[src/rtl/systolic_tile_sequencer_pkg.sv]
// Shared state encoding and tile-length helpers for the systolic tile sequencer.
package systolic_tile_sequencer_pkg;

  typedef enum logic [2:0] {
    ST_IDLE  = 3'd0,
    ST_CLEAR = 3'd1,
    ST_FEED  = 3'd2,
    ST_FLUSH = 3'd3,
    ST_DONE  = 3'd4
  } state_e;

  function automatic int unsigned max_dim(input int unsigned rows, input int unsigned cols);
    return (rows > cols) ? rows : cols;
  endfunction

  // Number of injection cycles needed for the last operand to enter the far lane.
  function automatic int unsigned feed_window(input int unsigned k_len,
                                              input int unsigned rows,
                                              input int unsigned cols);
    return k_len + max_dim(rows, cols) - 1;
  endfunction

  // Cycles for the wavefront to cross the array after the last injection.
  function automatic int unsigned flush_len(input int unsigned rows, input int unsigned cols);
    return rows + cols - 1;
  endfunction

endpackage

[src/rtl/systolic_tile_sequencer_skew_mask_gen.sv]
// Per-lane injection enables: lane l is active while 0 <= feed_t - l < k_len.
module skew_mask_gen
  import systolic_tile_sequencer_pkg::*;
#(
  parameter int unsigned LANES = 4,
  parameter int unsigned KW    = 8
) (
  input  logic [KW:0]      feed_t_i,
  input  logic [KW-1:0]    k_len_i,
  input  logic             en_i,
  output logic [LANES-1:0] mask_c
);

  for (genvar l = 0; l < LANES; l++) begin : g_lane
    localparam logic [KW:0] LANE = (KW+1)'(l);
    assign mask_c[l] = en_i && (feed_t_i >= LANE) && ((feed_t_i - LANE) < {1'b0, k_len_i});
  end

endmodule

[src/rtl/systolic_tile_sequencer.sv]
// Sequences one output-stationary matmul tile: clear, skewed operand feed,
// wavefront flush, then a one-cycle done/result_valid pulse.
module systolic_tile_sequencer
  import systolic_tile_sequencer_pkg::*;
#(
  parameter int unsigned ROWS = 4,
  parameter int unsigned COLS = 4,
  parameter int unsigned KW   = 8
) (
  input  logic            clk,
  input  logic            reset,
  input  logic            start,
  input  logic            abort,
  input  logic [KW-1:0]   k_len,
  output logic            busy,
  output logic            pe_clear,
  output logic [KW:0]     feed_t,
  output logic [ROWS-1:0] a_valid,
  output logic [COLS-1:0] b_valid,
  output logic            result_valid,
  output logic            done
);

  localparam int unsigned FW  = KW + 1;
  localparam int unsigned FLW = $clog2(ROWS + COLS);
  localparam logic [FLW-1:0] FLUSH_LAST = FLW'(flush_len(ROWS, COLS) - 1);

  state_e          state_q, state_d;
  logic [KW-1:0]   k_len_q, k_len_d;
  logic [FW-1:0]   feed_cnt_q, feed_cnt_d;
  logic [FLW-1:0]  flush_cnt_q, flush_cnt_d;
  logic [FW-1:0]   feed_last;

  logic            busy_q, busy_d;
  logic            pe_clear_q, pe_clear_d;
  logic [FW-1:0]   feed_t_q, feed_t_d;
  logic            done_q, done_d;
  logic            feed_en;
  logic [ROWS-1:0] a_valid_q, a_mask_c;
  logic [COLS-1:0] b_valid_q, b_mask_c;

  assign feed_last = FW'(feed_window(32'(k_len_q), ROWS, COLS) - 1);

  // Next state and Moore outputs derived from the next state, so outputs align with state.
  always_comb begin
    state_d     = state_q;
    k_len_d     = k_len_q;
    feed_cnt_d  = feed_cnt_q;
    flush_cnt_d = flush_cnt_q;

    unique case (state_q)
      ST_IDLE: begin
        if (start && !abort) begin
          k_len_d = k_len;
          state_d = ST_CLEAR;
        end
      end
      ST_CLEAR: begin
        if (abort) begin
          state_d = ST_IDLE;
        end else if (k_len_q == '0) begin
          state_d     = ST_FLUSH;
          flush_cnt_d = '0;
        end else begin
          state_d    = ST_FEED;
          feed_cnt_d = '0;
        end
      end
      ST_FEED: begin
        if (abort) begin
          state_d = ST_IDLE;
        end else if (feed_cnt_q == feed_last) begin
          state_d     = ST_FLUSH;
          flush_cnt_d = '0;
        end else begin
          feed_cnt_d = feed_cnt_q + FW'(1);
        end
      end
      ST_FLUSH: begin
        if (abort) begin
          state_d = ST_IDLE;
        end else if (flush_cnt_q == FLUSH_LAST) begin
          state_d = ST_DONE;
        end else begin
          flush_cnt_d = flush_cnt_q + FLW'(1);
        end
      end
      ST_DONE:  state_d = ST_IDLE;
      default:  state_d = ST_IDLE;
    endcase

    feed_en    = (state_d == ST_FEED);
    busy_d     = (state_d != ST_IDLE);
    pe_clear_d = (state_d == ST_CLEAR);
    feed_t_d   = feed_en ? feed_cnt_d : '0;
    done_d     = (state_d == ST_DONE);
  end

  skew_mask_gen #(.LANES(ROWS), .KW(KW)) u_a_mask (
    .feed_t_i (feed_t_d),
    .k_len_i  (k_len_d),
    .en_i     (feed_en),
    .mask_c   (a_mask_c)
  );

  skew_mask_gen #(.LANES(COLS), .KW(KW)) u_b_mask (
    .feed_t_i (feed_t_d),
    .k_len_i  (k_len_d),
    .en_i     (feed_en),
    .mask_c   (b_mask_c)
  );

  always_ff @(posedge clk or posedge reset) begin
    if (reset) begin
      state_q     <= ST_IDLE;
      k_len_q     <= '0;
      feed_cnt_q  <= '0;
      flush_cnt_q <= '0;
      busy_q      <= 1'b0;
      pe_clear_q  <= 1'b0;
      feed_t_q    <= '0;
      done_q      <= 1'b0;
      a_valid_q   <= '0;
      b_valid_q   <= '0;
    end else begin
      state_q     <= state_d;
      k_len_q     <= k_len_d;
      feed_cnt_q  <= feed_cnt_d;
      flush_cnt_q <= flush_cnt_d;
      busy_q      <= busy_d;
      pe_clear_q  <= pe_clear_d;
      feed_t_q    <= feed_t_d;
      done_q      <= done_d;
      a_valid_q   <= a_mask_c;
      b_valid_q   <= b_mask_c;
    end
  end

  assign busy         = busy_q;
  assign pe_clear     = pe_clear_q;
  assign feed_t       = feed_t_q;
  assign a_valid      = a_valid_q;
  assign b_valid      = b_valid_q;
  assign result_valid = done_q;
  assign done         = done_q;

endmodule

[config.mk]
export PLATFORM = sky130hd
export DESIGN_NAME = systolic_tile_sequencer
export DESIGN_NICKNAME = d
export VERILOG_FILES = /design/src/rtl/systolic_tile_sequencer_pkg.sv /design/src/rtl/systolic_tile_sequencer_skew_mask_gen.sv /design/src/rtl/systolic_tile_sequencer.sv
export SDC_FILE = /design/constraint.sdc
export NUM_CORES = 1
export LEC_CHECK = 0
export CORE_MARGIN = 2
export CORE_UTILIZATION = 45
export DETAILED_ROUTE_END_ITERATION = 16
export PLACE_DENSITY = 0.66
export SLEW_MARGIN = 20
export SYNTH_ARGS = -nofsm -noshare
export SYNTH_HDL_FRONTEND = slang
export SYNTH_SLANG_ARGS = --single-unit
[constraint.sdc]
create_clock -name clk -period 11.9 [get_ports clk]
set_input_delay 2.38 -clock clk [delete_from_list [all_inputs] [get_ports clk]]
set_output_delay 2.38 -clock clk [all_outputs]
set_load 0.01 [all_outputs]
==> impl_metrics.ini <==
[layout]
drive_above_1_share = 0.07242
seq_area_sq_um = 975.9
nNetsFinal = 409
syn_to_final_growth_pct = 12.41
fill_cells = 669
stdcell_count = 455
antenna_cells = 0
mostFrequentLayoutCells = ha_1, dfrtp_1, clkdlybuf4s50_1, nand2_1, inv_1
final_area_sq_um = 3616
multi_input_area_sq_um = 2013

[route]
avgRoutedWirePerCell_microns = 16.85
via_per_inst = 5.695
drcViolationCount = 0
vias = 2591
ant_nets = 0
drtIter0Drc = 97
dr.pass1.iters = 4
wl_mm = 7.668

[synthesis]
synth_ff_type = dfrtp_1
post_synth.cell_area_avg_sq_um = 9.546
synth-compound-area-share = 0.1731
netlist_area_sq_um = 3217
synth_simple_gate_area_frac = 0.1949
postSynthCellCount = 337
ys_types = 63
synth_top_area_cell = dfrtp_1
netlist.area_leader.share = 0.3034
synth_xor_area_frac = 0.06807
synth_edf_count = 0
yosysSeqAreaShare = 0.3034
synthAdderAreaFrac = 0.1517
synth_nets = 388
yosysWarnings = 0
ys_ff_latch = 39
synthTopCellsByArea = dfrtp_1, ha_1, xnor2_1, mux2i_1, nand2_1
synth_top_family_by_area = simple AND/OR/NAND/NOR gates
synth_mux_area_frac = 0.03812
synthArstFlopShare = 1.000

[setup_path]
crit_type = in -> reg
r2r_end = b_valid[3]$_DFF_PP0_
crit_fanout = 10
worst_setup_path_end_kind = flip-flop
critPathMaxStageDelay_ns = 0.65
ff2ff_setup_slack_ns = 6.35
r2r-start = k_len_q[1]$_DFF_PP0_
cp.required_ns = 12.15
crit_chain = clkdlybuf4s50_1 -> nor2_2 -> nand3_1 -> o311a_1 -> nand2_1 -> a21oi_2 -> o31a_1 -> inv_1 -> ha_1 -> a21oi_1 -> xor2_1 -> ha_1 -> a21o_1 -> a21o_1 -> a21oi_1 -> nor2b_1 -> o21ai_0 -> or4b_2 -> nor2_1 -> mux2_2
startpoint_type = primary input
cp_slowest_cell = clkdlybuf4s50_1
rr_worst_depth = 20
arrival_ns = 7.23

[pwr]
p_leak_nw = 1.662
peakVddDrop_mv = 0.05319
powerDensity_nw_per_um2 = 118.8

[clock_network]
clockBufferDepth = 2
numCtsBuffers = 5
cts_hold_buffers = 0
cts_resized = 0
cts.root.buffer_cell = clkbuf_8
clock-sinks = 39
cts_max_level = 2
cts_setup_buffers = 0
clk_latency_ns = 0.30
cts_tree = done
clkTransAtPathRegs_ns = 0.08

[floorplan]
die_h_microns = 88.55
floorplan.core_area_sq_um = 6869
die-area_sq_um = 7841
die_w_microns = 88.55
rows = 30
ios = 33
start_util = 0.4683

[timing]
worstMarginPinSlew_ns = 0.9132
rsz0062_at_grt = no
hold_viol = 0
fin_skew_ns = 0.006630
slew_violations = 0
min_period_ns = 6.984
slew_headroom = 0.3866
finalSetupViolations = 0
tns_ns = 0
max_freq_ghz = 0.1432
final.period_utilization = 0.5869

[place]
dpl_cell_area_sq_um = 3531
gp_congestion = 0.8737
dpl.hpwl_mm = 5.766
place_inst = 447
numPortBuffers = 32

[min_path]
holdPathStages = 1
hold_end = flush_cnt_q[0]$_DFFE_PP0P_
hold_path_class = reg -> reg
holdCritStartpoint = flush_cnt_q[0]$_DFFE_PP0P_

[grt]
antenna_found_initial = 0
grt_pass1_wl_mm = 12.58
grtUsageTotal = 0.2090
grt_overflow = 0
grt_pass1_vias = 2397
grt_max_degree = 40

[run_status]
run_status = finished clean

[flow_run]
drv_cap = 0
-- cell type report --
type                    instances  area share
clock buffers                   6     0.02007
clock inverters                 2    0.003460
inverters                      23     0.02388
multi-input cells             255      0.5567
flip-flops and latches         39      0.2699
well taps                      96     0.03322
repair buffers                 34     0.09273
-- worst max path at each step --
| stage | from | to | slack [ns] | cells past startpoint |
|---|---|---|---|---|
| after global routing | abort | b_valid[3]$_DFF_PP0_ | 4.50 | 20 |
| final | abort | b_valid[3]$_DFF_PP0_ | 4.92 | 20 |
| after CTS | abort | b_valid[3]$_DFF_PP0_ | 4.88 | 20 |
| after global placement | abort | b_valid[3]$_DFF_PP0_ | 4.79 | 20 |
| after floorplan | abort | b_valid[3]$_DFF_PP0_ | 5.65 | 22 |
| after detailed placement | abort | b_valid[3]$_DFF_PP0_ | 4.59 | 20 |
-- Yosys cell counts (all sizes together) (4+ instances only) --
| cell type | n |
|---|---|
| a211oi | 6 |
| a21o | 10 |
| a21oi | 16 |
| and3 | 4 |
| buf | 15 |
| clkbuf | 5 |
| dfrtp | 39 |
| ha | 39 |
| inv | 23 |
| mux2i | 10 |
| nand2 | 23 |
| nand2b | 6 |
| nand3 | 11 |
| nand4 | 11 |
| nor2 | 12 |
| nor2b | 5 |
| nor3 | 9 |
| nor4 | 5 |
| o211ai | 4 |
| o21ai | 7 |
| o31ai | 4 |
| xnor2 | 17 |
| xor2 | 8 |
-- critical path, delay by kind of cell --
| kind | cells | cell delay, ns |
|---|---|---|
| compound gates | 8 | 1.79 |
| xor+xnor | 1 | 0.17 |
| mux | 1 | 0.14 |
| buf+inv | 2 | 0.81 |
| fa+ha+maj | 2 | 0.48 |
| simple gates | 6 | 1.44 |
-- power by group --
part	internal (W)	switching, W	total (W)	leakage, nW
Sequential	0.000148	0.0000272	0.000175	0.519
Clock	0.0000411	0.0000514	0.0000925	0.0412
Combinational	0.0000725	0.0000898	0.000162	1.10
Total	0.000261	0.000168	0.000429	1.66
-- stage by stage --
stage | hold slack (ns) | worst slack, ns | total power, W | utilization
floorplan | 0.4781 | 5.651 | 0.0002980 | -
global placement | 0.5016 | 4.791 | 0.0003337 | 0.5140
detailed placement | 0.5301 | 4.588 | 0.0003391 | 0.5140
CTS | 0.5370 | 4.881 | 0.0004311 | 0.5264
global route | 0.5674 | 4.497 | 0.0004623 | 0.5264
finish | 0.5369 | 4.916 | 0.0004295 | 0.5264
-- state kept, by name (all words and copies together) (netlist names) --
name	flops
flush_cnt_q	3
busy	1
done	1
b_valid	4
state_q	3
pe_clear	1
feed_t	9
k_len_q	8
feed_cnt_q	9
-- cell families after synthesis --
group                    after synthesis
AO/OA/AOI/OAI                         71
flip-flops                            39
buffers and inverters                 43
XOR/XNOR                              25
multiplexers                          12
AND/OR/NAND/NOR                      108
adder cells (fa/ha/maj)               39
-- layer usage --
| layer | global-route usage | part of all wire |
|---|---|---|
| met4 | 0.04545 | 0.0082 |
| met1 | 0.2919 | 0.47 |
| met5 | 0 | 0 |
| met3 | 0.02892 | 0.041 |
| met2 | 0.3465 | 0.48 |
Note: power is estimated with default switching activity, not from simulation.
